[src/rtl/vga_controller.sv]
`default_nettype none
// +------------------------------------------------------------------------+
// | vga_controller                                                         |
// | Free-running raster timing generator: column/line counters and         |
// | visible-region flags, all registered.                                  |
// | Revision: 1.0                                                          |
// +------------------------------------------------------------------------+
module vga_controller #(
  parameter int ZERO                   = 0,
  parameter int THRESHOLD_HSYNC        = 1024,
  parameter int THRESHOLD_VSYNC        = 768,
  parameter int WHOLE_FRAME_VERTICAL   = 1368,
  parameter int WHOLE_FRAME_HORIZONTAL = 806,
  parameter int COUNTER_SIZE           = 11
) (
  input  logic                    control_clock,
  input  logic                    control_reset_n,
  output logic [COUNTER_SIZE-1:0] counter_out_hsync,
  output logic [COUNTER_SIZE-1:0] counter_out_vsync,
  output logic                    h_sync,
  output logic                    v_sync
);

  localparam logic [COUNTER_SIZE-1:0] c_ZERO   = COUNTER_SIZE'(ZERO);
  localparam logic [COUNTER_SIZE-1:0] c_ONE    = COUNTER_SIZE'(1);
  localparam logic [COUNTER_SIZE-1:0] c_H_LAST = COUNTER_SIZE'(WHOLE_FRAME_VERTICAL - 1);
  localparam logic [COUNTER_SIZE-1:0] c_V_LAST = COUNTER_SIZE'(WHOLE_FRAME_HORIZONTAL - 1);
  // One extra bit so a threshold equal to 2^COUNTER_SIZE stays representable.
  localparam logic [COUNTER_SIZE:0]   c_H_THR  = (COUNTER_SIZE+1)'(THRESHOLD_HSYNC);
  localparam logic [COUNTER_SIZE:0]   c_V_THR  = (COUNTER_SIZE+1)'(THRESHOLD_VSYNC);

  logic [COUNTER_SIZE-1:0] r_h;
  logic [COUNTER_SIZE-1:0] r_v;
  logic                    r_hs;
  logic                    r_vs;

  logic [COUNTER_SIZE-1:0] w_h_next;
  logic [COUNTER_SIZE-1:0] w_v_next;
  logic                    w_h_wrap;
  logic                    w_hs_next;
  logic                    w_vs_next;

  always_comb begin
    w_h_wrap = (r_h == c_H_LAST);
    w_h_next = w_h_wrap ? c_ZERO : (r_h + c_ONE);
    w_v_next = r_v;
    if (w_h_wrap) begin
      w_v_next = (r_v == c_V_LAST) ? c_ZERO : (r_v + c_ONE);
    end
    // Flags follow the next-state counters so they line up with them in time.
    w_hs_next = ({1'b0, w_h_next} < c_H_THR);
    w_vs_next = ({1'b0, w_v_next} < c_V_THR);
  end

  always_ff @(posedge control_clock) begin
    if (!control_reset_n) begin
      r_h  <= c_ZERO;
      r_v  <= c_ZERO;
      r_hs <= 1'b1;
      r_vs <= 1'b1;
    end else begin
      r_h  <= w_h_next;
      r_v  <= w_v_next;
      r_hs <= w_hs_next;
      r_vs <= w_vs_next;
    end
  end

  assign counter_out_hsync = r_h;
  assign counter_out_vsync = r_v;
  assign h_sync            = r_hs;
  assign v_sync            = r_vs;

endmodule
`default_nettype wire

[config.mk]
export PLATFORM = sky130hd
export DESIGN_NAME = vga_controller
export DESIGN_NICKNAME = d
export VERILOG_FILES = /design/src/rtl/vga_controller.sv
export SDC_FILE = /design/constraint.sdc
export NUM_CORES = 1
export LEC_CHECK = 0
export CAP_MARGIN = 10
export CORE_AREA = 2 2 54 56
export CTS_BUF_LIST = sky130_fd_sc_hd__clkbuf_16
export DETAILED_ROUTE_END_ITERATION = 10
export DIE_AREA = 0 0 56 58
export MAX_ROUTING_LAYER = met4
export PLACE_DENSITY = 0.7
export SLEW_MARGIN = 20
export SYNTH_ARGS = -nofsm -noshare
export SYNTH_HDL_FRONTEND = slang
export SYNTH_SLANG_ARGS = --single-unit
export TNS_END_PERCENT = 50
[constraint.sdc]
create_clock -name control_clock -period 1.9 [get_ports control_clock]
set_input_delay 0.19 -clock control_clock [delete_from_list [all_inputs] [get_ports control_clock]]
set_output_delay 0.19 -clock control_clock [all_outputs]
set_load 0.1 [all_outputs]
# After elaboration in Yosys (flattened, before gate mapping)
# Cells that the tools add are included.
dict set report totals {
  out_inout_bits 24
  inputBits 2
  wordCells 13
  ff_bits 24
}
dict set report op_classes {
  addsub 2
  magnitude_cmp 2
  mux 3
  n_eq_ne 2
}
# cell count
set op_table {}
lappend op_table {{11-bit two-way mux} 3}
lappend op_table {{11-bit by 1-bit adder with 11-bit output (second input constant)} 2}
lappend op_table {{11-bit by 10-bit equality test with 1-bit output (second input constant)} 1}
lappend op_table {{11-bit equality test (second input constant)} 1}
lappend op_table {{11-bit by 10-bit less-than comparator with 1-bit output (second input constant)} 1}
lappend op_table {{11-bit less-than comparator (second input constant)} 1}

# Logic depth before layout (Yosys ltp)
dict set report logic_depth {
  ltp_word 4
  ltp_mapped 7
}

# Least setup slack after synthesis
# No wires, ideal clock.
dict set report synth_path {
  path_type {register -> register}
  from {register r_h[0], in the netlist counter_out_hsync[0]}
  to {register r_hs, in the netlist h_sync}
  required_time_ns 1.777
  setup_slack_ns -0.650
  path_stages_with_launch 7
  arrival_ns 2.427
  setup_time_ns 0.123
  path_buffers 0
  period_less_slack_ns 2.550
  cell_sequence {dfxtp_1 -> ha_1 -> nand3_1 -> nor3_1 -> nand3_1 -> xor2_1 -> or2_2}
}
dict set report synth_between {
  elab_chain_cells 3
  elab_cells_between_ends 4
  cone_classes {add/sub: 1; order compare: 1; eq/ne: 1; mux: 1}
}
# element line
set synth_lines {}
lappend synth_lines {{start: declaration} 32} ;# logic [COUNTER_SIZE-1:0] r_h;
lappend synth_lines {{start signal: assignment} 57} ;# r_h <= c_ZERO;
lappend synth_lines {{start signal: assignment} 62} ;# r_h <= w_h_next;
lappend synth_lines {{11-bit by 1-bit adder with 11-bit output or 11-bit equality test (tied branches)} {45, 44}}
lappend synth_lines {{11-bit two-way mux *} 45} ;# w_h_next = w_h_wrap ? c_ZERO : (r_h + c_ONE);
lappend synth_lines {{11-bit less-than comparator *} 51} ;# w_hs_next = ({1'b0, w_h_next} < c_H_THR);
lappend synth_lines {{end signal: assignment} 64} ;# r_hs <= w_hs_next;
lappend synth_lines {{end: declaration} 34} ;# logic r_hs;
# Mark *: on every way between the ends. The rest lies on a longest branch, timed or not.
# A chain may end at the register's enable or synchronous reset.

# Final worst setup path
dict set report layout_path {
  from {register r_h[5], in the netlist counter_out_hsync[5]}
  to {register r_vs, in the netlist v_sync}
}
dict set report layout_between {
  elab_chain_cells 3
}
# element line
set layout_lines {}
lappend layout_lines {{11-bit equality test} 44} ;# w_h_wrap = (r_h == c_H_LAST);
lappend layout_lines {{11-bit two-way mux} 47} ;# if (w_h_wrap) begin
lappend layout_lines {{11-bit by 10-bit less-than comparator with 1-bit output} 52} ;# w_vs_next = ({1'b0, w_v_next} < c_V_THR);
lappend layout_lines {{end signal: assignment} 65} ;# r_vs <= w_vs_next;
lappend layout_lines {{end: declaration} 35} ;# logic r_vs;
# No other way between the ends.

==> metrics.cfg <==
[cells_and_area]
final_cells = 183
final_cell_area_um2 = 1480
drive_above_1_share_pct = 39.5
layout_commonest_cell = buf_4
diodes = 0
area_growth_pct = 31.0
fin_nets = 158
mostFrequentLayoutCells = buf_4 (30), nor2_1 (19), dfxtp_2 (17)

[yosys]
synth_top_family_by_area = simple AND/OR/NAND/NOR gates
yosys_warnings = 0
synth.top_cell.area_share_pct = 42.5
yosys.area.top_type = dfxtp_1
netlist-cell-type-count = 33
syn_inst = 121
syn_nets = 126
synthMuxAreaShare_pct = 0
synth_xor_area_share_pct = 14.7
synth-simple-area-share_pct = 31.7
synth_compound_area_share_pct = 4.32
syn-cell-area_um2 = 1130
avgSynthCellArea_um2 = 9.34
synth-seq-cells = 24
synth_area_leaders = dfxtp_1 (43%), xnor2_1 (10%), nor2_1 (6.3%)
synthAdderAreaFrac_pct = 3.32
synth_seq_area_share_pct = 42.5

[worst_setup_path]
arrival_ns = 1.93
path_class = reg2reg
crit_path_cell_trace = and4bb_1, nand4_2, buf_4, o21ai_0, buf_4, a31oi_1, o211ai_2
crit_fanout = 11
critPathBufInv = 2
cp_top_family = simple AND/OR/NAND/NOR gates
cp-end-kind = register
cp_common_cell = buf_4
worstPathRequired_ns = 2.08
reg2reg_setup_slack_ns = 0.15
worst_path_max_delay_cell = dfxtp_2
startpoint_type = register
max_stage_delay_ns = 0.34

[floorplanning]
start_util_pct = 42.4
dieArea_um2 = 3250
core-area_um2 = 2660
die_x_um = 56
die_h_um = 58
num_rows = 19
pin_count = 26

[timing]
clock_skew_ns = 0.00424
min_period_ns = 1.75
finalSetupViolations = 0
slew-limit-headroom_pct = 76.0
final-hold-violation-count = 0
slew_violations = 0
fin_crit_sh_pct = 92.1
fmax_mhz = 572
rsz0062_at_grt = false
tightest_slew_ns = 0.359

[clock_network]
root_buffer = clkbuf_16
clkLatencyLatePin_ns = 0.25
cts_max_level = 1
holdBufCountCts = 0
cts_buffers = 3
path_clk_slew_ns = 0.06
cts_resized = 0
cts_max_path_buffers = 2
post_cts_buffers = 0
clkSinkCount = 24
cts_tree = yes

[detailed_routing]
dr.pass1.iters = 4
drtAntennaViolNets = 0
totalWireLength_mm = 2.28
vias_per_cell = 5.14
wl_per_cell_um = 12.5
drc = 0
via_count = 941
drt-initial-drc-count = 9

[global_routing]
grt.overflow.total = 0
grt_pass1_wl_mm = 3.92
grt_pass1_vias = 901
grt_max_degree = 14
antenna_found_initial = 0
grt_use_total_pct = 15.6

[power]
pwr_density_cell_nw_per_um2 = 701
total_power_mw = 1.04
total_leakage_power_nw = 0.612
max-vdd-ir-drop_v = 0.000592

[placed_design]
placed_cells = 179
place_area_um2 = 1400
gp_congestion = 0.757
io_buffers = 25
dpl.hpwl_mm = 1.72

[run_status]
status = finished clean

[run]
max_cap_viol_count = 0

[worst_hold_path]
worstHoldPathType = reg2reg

## kinds of logic (layout without fill, tap and decap cells)
group / after synthesis / after routing
AO/OA/AOI/OAI: 7 / 7
XOR/XNOR: 19 / 19
AND/OR/NAND/NOR: 62 / 62
adder cells (fa/ha/maj): 3 / 3
buffers and inverters: 6 / 37
flip-flops: 24 / 24
## stage by stage
step	TNS, ns	worst slack (ns)	hold WS [ns]	utilization (%)
3_3_place_gp	0	0.197	0.422	52.6
4_1_cts	0	0.152	0.436	55.6
5_1_grt	0	0.00695	0.446	55.6
6_report	0	0.151	0.436	55.6
3_5_place_dp	0	0.175	0.427	52.6
2_1_floorplan	-0.0531	-0.0531	0.318	-
## power by group
part / total [mW] / switching [mW] / leakage [nW] / internal, mW
combinational: 0.0747 / 0.0564 / 0.370 / 0.0183
sequential: 0.513 / 0.00480 / 0.204 / 0.509
clock: 0.449 / 0.168 / 0.0385 / 0.281
total: 1.04 / 0.229 / 0.612 / 0.808
## routing by layer
metal  track usage, %  routed length (µm)  up-vias
met2             25.2                1060       22
li1                 -                   -      479
met1             19.4                1110      438
met3             2.90                 107        2
met5                -                   0        -
met4             6.46                   8        0
## synth_stat cells
cell / number
xor2_1: 6
nand4_1: 4
nor2_1: 19
and4_2: 1
nor4b_1: 1
and3_1: 3
and4bb_1: 2
xnor2_1: 13
nor3_1: 5
or3_1: 2
nand2_1: 9
and4_1: 2
and3_2: 1
buf_2: 1
nand3_1: 5
and2_2: 1
o21ai_0: 2
a31oi_1: 1
nor4bb_1: 1
o32a_1: 1
inv_1: 2
nor4_4: 1
buf_6: 1
nor2b_1: 1
nor2_2: 1
or2_2: 1
a21oi_1: 2
nand4_2: 1
dfxtp_1: 24
o211ai_2: 1
nor3b_1: 1
ha_1: 3
buf_4: 2
## worst reg2reg max path, cell delays in order, from the launching register on
cell	delay (ns)
dfxtp_2	0.34
and4bb_1	0.30
nand4_2	0.26
buf_4	0.25
o21ai_0	0.16
buf_4	0.21
a31oi_1	0.07
o211ai_2	0.09
## sequential cells by signal, indices dropped and copies added, names as in the netlist
signal / count
h_sync: 1
v_sync: 1
counter_out_hsync: 11
counter_out_vsync: 11
## worst paths after layout
| check | startpoint | end | cells after the start |
|---|---|---|---|
| worst max register to register | counter_out_hsync[5]$_SDFF_PP0_ | v_sync$_SDFF_PN1_ | 7 |
| worst max-delay path | counter_out_hsync[5]$_SDFF_PP0_ | v_sync$_SDFF_PN1_ | 7 |
| worst min-delay path | counter_out_hsync[0]$_SDFF_PP0_ | counter_out_hsync[0]$_SDFF_PP0_ | 1 |
| worst min register to register | counter_out_hsync[0]$_SDFF_PP0_ | counter_out_hsync[0]$_SDFF_PP0_ | 1 |
## layout make-up
| class | instances | area [µm²] |
|---|---|---|
| clock inverter | 1 | 3.75 |
| multi-input combinational | 91 | 611 |
| sequential | 24 | 509 |
| clock buffer | 3 | 75.1 |
| inverter | 2 | 7.51 |
| fill | 258 | 1180 |
| timing repair buffer | 31 | 235 |
| tap | 31 | 38.8 |
(Power assumes the default switching activity.)
